## config.mk

```make
export PLATFORM = sky130hd
export DESIGN_NAME = register_file_flat
export DESIGN_NICKNAME = d
export VERILOG_FILES = /design/src/rtl/register_file_if.sv /design/src/rtl/register_file.sv /design/src/flat_wrapper.sv
export SDC_FILE = /design/constraint.sdc
export NUM_CORES = 2
export LEC_CHECK = 0
export BUFFER_PORTS_ARGS = -buffer_cell sky130_fd_sc_hd__buf_2
export CELL_PAD_IN_SITES_DETAIL_PLACEMENT = 1
export CELL_PAD_IN_SITES_GLOBAL_PLACEMENT = 1
export CORE_AREA = 4 4 321 323
export CTS_CLUSTER_DIAMETER = 200
export DETAILED_ROUTE_END_ITERATION = 6
export DIE_AREA = 0 0 325 327
export GPL_TIMING_DRIVEN = 0
export PLACE_DENSITY = 0.83
export SLEW_MARGIN = 40
export SYNTH_ARGS = -nofsm -noshare
export SYNTH_HDL_FRONTEND = slang
export SYNTH_SLANG_ARGS = --single-unit
```

## constraint.sdc

```tcl
create_clock -name clk -period 3.3 [get_ports clk]
set_clock_uncertainty 0.1 [all_clocks]
set_input_delay 0.165 -clock clk [delete_from_list [all_inputs] [get_ports clk]]
set_output_delay 0.165 -clock clk [all_outputs]
set_load 0.005 [all_outputs]
```

## src/rtl/register_file_if.sv

```systemverilog
// Operand-read / writeback bus between the register file and its datapath neighbours.
// The master side is decode/writeback; the slave side is the register file itself.
interface register_file_if #(
  parameter int DATA_WIDTH = 32,
  parameter int ADDR_WIDTH = 5
);
  logic [ADDR_WIDTH-1:0] rs1_addr;
  logic [ADDR_WIDTH-1:0] rs2_addr;
  logic [ADDR_WIDTH-1:0] rd_addr;
  logic [DATA_WIDTH-1:0] wr_data;
  logic                  reg_write;
  logic [DATA_WIDTH-1:0] data1;
  logic [DATA_WIDTH-1:0] data2;

  modport master (
    output rs1_addr, rs2_addr, rd_addr, wr_data, reg_write,
    input  data1, data2
  );

  modport slave (
    input  rs1_addr, rs2_addr, rd_addr, wr_data, reg_write,
    output data1, data2
  );
endinterface

```

## src/rtl/register_file.sv

```systemverilog
// Architectural register file: two combinational read ports with same-cycle
// writeback bypass, one synchronous write port, r0 hardwired to zero.
module register_file #(
  parameter int DATA_WIDTH = 32,
  parameter int ADDR_WIDTH = 5
) (
  input  logic                 clk,
  input  logic                 rst_n,
  register_file_if.slave       bus
);
  localparam int DEPTH = 2 ** ADDR_WIDTH;

  // Flop array rather than RAM so every entry clears asynchronously.
  logic [DATA_WIDTH-1:0] regs [DEPTH];

  logic write_en;
  assign write_en = bus.reg_write && (bus.rd_addr != '0);

  always_ff @(posedge clk or negedge rst_n) begin
    if (!rst_n) begin
      for (int i = 0; i < DEPTH; i++) begin
        regs[i] <= '0;
      end
    end else if (write_en) begin
      regs[bus.rd_addr] <= bus.wr_data;
    end
  end

  // Priority: zero register > bypass > stored value. Reset forces zero so a
  // write held up by reset never leaks through the bypass path.
  always_comb begin
    bus.data1 = '0;
    if (rst_n && (bus.rs1_addr != '0)) begin
      if (bus.reg_write && (bus.rd_addr == bus.rs1_addr)) begin
        bus.data1 = bus.wr_data;
      end else begin
        bus.data1 = regs[bus.rs1_addr];
      end
    end
  end

  always_comb begin
    bus.data2 = '0;
    if (rst_n && (bus.rs2_addr != '0)) begin
      if (bus.reg_write && (bus.rd_addr == bus.rs2_addr)) begin
        bus.data2 = bus.wr_data;
      end else begin
        bus.data2 = regs[bus.rs2_addr];
      end
    end
  end
endmodule

```

## src/flat_wrapper.sv

```systemverilog
// flat-port wrapper written by rule: the top's interface ports become plain ports
module register_file_flat 
#(
  parameter int DATA_WIDTH = 32,
  parameter int ADDR_WIDTH = 5
)
  (clk, rst_n, bus_rs1_addr, bus_rs2_addr, bus_rd_addr, bus_wr_data, bus_reg_write, bus_data1, bus_data2);
  register_file_if #(.DATA_WIDTH(DATA_WIDTH), .ADDR_WIDTH(ADDR_WIDTH)) bus_i ();
  input  logic clk;
  input  logic rst_n;
  input wire logic [$bits(bus_i.rs1_addr)-1:0] bus_rs1_addr;
  input wire logic [$bits(bus_i.rs2_addr)-1:0] bus_rs2_addr;
  input wire logic [$bits(bus_i.rd_addr)-1:0] bus_rd_addr;
  input wire logic [$bits(bus_i.wr_data)-1:0] bus_wr_data;
  input wire logic [$bits(bus_i.reg_write)-1:0] bus_reg_write;
  output wire logic [$bits(bus_i.data1)-1:0] bus_data1;
  output wire logic [$bits(bus_i.data2)-1:0] bus_data2;
  assign bus_i.rs1_addr = bus_rs1_addr;
  assign bus_i.rs2_addr = bus_rs2_addr;
  assign bus_i.rd_addr = bus_rd_addr;
  assign bus_i.wr_data = bus_wr_data;
  assign bus_i.reg_write = bus_reg_write;
  assign bus_data1 = bus_i.data1;
  assign bus_data2 = bus_i.data2;
  register_file #(.DATA_WIDTH(DATA_WIDTH), .ADDR_WIDTH(ADDR_WIDTH)) u_core (.clk(clk), .rst_n(rst_n), .bus(bus_i));
endmodule
```

==> results.yml <==
placed_design:
  place_inst: 5205
  place_congestion: 1.05
  io_buffers: 101
  dp_hpwl_mm: 169
  placed_area_mm2: 0.0578
logic_synthesis:
  synthTopCellsByArea: "dfrtp_1 47%, mux2_2 20%, mux4_2 16%"
  synth_edf_count: 0
  synth_seq_cells: 1024
  synth_ff_type: "dfrtp_1"
  syn_area_per_cell_um2: 14.5
  synthesis.nets: 3832
  ys_seq_area_share_pct: 46.7
  yosysWarningCount: 0
  syn-cell-area_mm2: 0.0549
  synth.distinct_cells: 53
  postSynth.asyncResetShare_pct: 100
  synth_top_cell_by_area: "dfrtp_1"
  synth_cells: 3782
  netlist.area_leader.share_pct: 46.7
detailed_routing:
  wirelength_mm: 261
  drtIter0Drc: 6922
  vias: 44051
  ant_nets: 0
  post_drt_via_cell_ratio: 8.03
  highest_layer: "met5"
  wl_met3_mm: 40.3
  dr.pass1.iters: 7
  avgRoutedWirePerCell_um: 47.7
  post-route-drc-count: 1
  wirelength_met1_mm: 85.6
  routed-wl-met2_mm: 106
critical_path:
  cp_cell_sequence: "buf_2 -> buf_2 -> buf_6 -> buf_4 -> clkbuf_2 -> nand2b_1 -> o211ai_1 -> a21oi_1 -> a221o_1 -> buf_2"
  r2r_cells: 1
  critPathKind: "input pin to primary output"
  slowest_stage: "clkbuf_2"
  crit_required_ns: 3.03
  setup.worst_path.end_class: "primary output"
  critPathMaxStageDelay_ns: 0.57
  start_kind: "input pin"
  cp_max_fo: 10
  worst_ep_arrival_time_ns: 3.16
  cp_common_cell: "buf_2"
finish:
  areaGrowthSynthToFinish_pct: 14.2
  final_cell_mix: "1024 x dfrtp_1, 993 x mux2_2, 380 x mux4_2"
  instances_no_fill: 5484
  fin_nets: 4127
  final_common_cell: "dfrtp_1"
  reg_top3: "u_core.regs x1024"
  layout-drive-gt1-share_pct: 48.3
  largest_reg_flops: 1024
  fill_cells: 9146
  fin_area_mm2: 0.0627
  largest_register: "u_core.regs"
sta:
  grt_setup_unrepaired: "no"
  hold_viol: 0
  layout_setup_ws_ns: -0.128
  max_freq_ghz: 0.292
  setup_viol: 31
  period_minus_slack_ns: 3.43
  worst_pin_slew_ns: 1.06
  fin_crit_sh_pct: 104
  slew_headroom_pct: 29.3
  maxSlewViolCount: 0
power:
  clkPwrFrac_pct: 33.6
  switchingPower_mw: 12.1
  power_frac_seq_pct: 44.3
  ir_worst_vdd_v: 0.000510
  sw_frac_of_total_pct: 31.2
  power.internal_mw: 26.7
  powerDensity_mw_per_mm2: 619
  power_frac_comb_pct: 22.2
  leakage_nw: 27.5
global_routing:
  grt_pass1_vias: 45813
  antenna_found_initial: 20
  grt_remaining_overflow: 0
  grt_max_degree: 106
  track_usage_pct: 48.8
  grt_pass1_wl_mm: 362
clock_tree:
  clock-root-buffer: "clkbuf_16"
  cts.clk_slew.worst_paths_ns: 0.07
  tritoncts: "done"
  post_cts.repair.setup_buffers: 0
  cts.path.max_buffers: 3
  cts_buffers: 112
  clock_latency_ns: 0.73
  cts_max_level: 3
  clock-sinks: 1024
die:
  dieArea_mm2: 0.106
  die_h_um: 327
  num_rows: 116
  core_region_area_mm2: 0.0999
  num_io_pins: 114
  fp.dieW_um: 325
  initial_core_util_pct: 55.0
outcome:
  status: "finished with violations"
  violations: "design-rule violations, negative setup slack"
hold_path:
  min-delay-path-class: "input pin to async pin"
flow_run:
  drv_cap: 0
[cell usage after synthesis (24+ instances only)]
library cell,number
o221ai_1,32
mux4_2,380
buf_1,52
o21ai_0,38
o211ai_1,24
a221o_1,31
a22oi_1,95
a211oi_1,43
buf_2,99
dfrtp_1,1024
nor2_1,53
mux2_2,993
buf_6,26
a21oi_1,73
nand2b_1,24
clkbuf_1,236
a22o_1,62
a221oi_1,70
buf_4,30
mux2i_1,265
o22ai_1,31
[metal layers]
metal | up-vias | GRT usage, %
met2 | 4324 | 67.2
met3 | 1589 | 25.2
met4 | 26 | 40.8
met5 | - | 1.99
li1 | 15305 | -
met1 | 22807 | 56.1
[per-stage QoR]
step | power, mW | hold slack [ns] | TNS [ns] | utilization, % | setup WS (ns)
floorplan | 21.8 | -0.231 | 0 | - | 1.19
global placement | 24.3 | 0.358 | - | 57.1 | -20.63
detailed placement | 25.0 | 0.0241 | -45.16 | 57.9 | -0.912
CTS | 37.9 | 0.00722 | 0 | 62.7 | 0.0102
global route | 39.5 | 0.0276 | 0 | 62.8 | 0.000976
finish | 38.8 | 0.000998 | -1.81 | 62.8 | -0.128
[power groups by stage]
stage               clock, mW  combinational [mW]  sequential (mW)
floorplan                   0                5.54             16.3
global placement            0                7.47             16.8
detailed placement          0                7.93             17.1
CTS                      12.8                8.21             16.9
global route             13.4                8.85             17.3
finish                   13.0                8.60             17.2
[what timing repair did]
item,in CTS,in global routing
pin swaps,2,2
resized for setup,52,29
hold buffers,55,0
setup endpoints to repair,64,30
endpoints found under the hold margin,343,0
gates cloned,4,0
[worst max-delay path: cells and delay by family]
family | cells | cell delay (ns)
buffers and inverters | 6 | 1.87
AOI/OAI and AO/OA | 3 | 0.92
and+or+nand+nor | 1 | 0.18
[worst paths after layout]
kind | from | end | slack, ns
worst max-delay path | bus_rs2_addr[0] | bus_data2[5] | -0.13
worst min-delay path | rst_n | u_core.regs[767] | 0.001
worst max register to register | u_core.regs[51] | u_core.regs[51] | 2.30
worst min register to register | u_core.regs[1021] | u_core.regs[1021] | 0.39
max in group asynchronous | rst_n | u_core.regs[459] | 1.83
min in group clk | bus_rd_addr[3] | u_core.regs[639] | 0.09
[area by class of cell]
cell class | count | area (µm²) | area share, %
Multi-Input combinational cell | 2307 | 27200 | 43.4
Clock buffer | 168 | 3320 | 5.30
Timing Repair Buffer | 184 | 2050 | 3.28
Inverter | 3 | 11.3 | 0.0180
Sequential cell | 1024 | 25600 | 40.9
Clock inverter | 39 | 348 | 0.555
Antenna cell | 16 | 40.0 | 0.0638
Buffer | 445 | 2450 | 3.91
Tap cell | 1298 | 1620 | 2.59
[kinds of logic (layout without fill, tap and decap cells)]
family	after synthesis	after routing	synth area share, %
mux	1638	1638	40.8
compound gates	516	516	7.14
buf+inv	451	839	3.96
other cells	0	16	0
flops	1024	1024	46.7
simple gates	143	143	1.30
xor+xnor	10	10	0.159
Power figures use the tool's default switching activity.
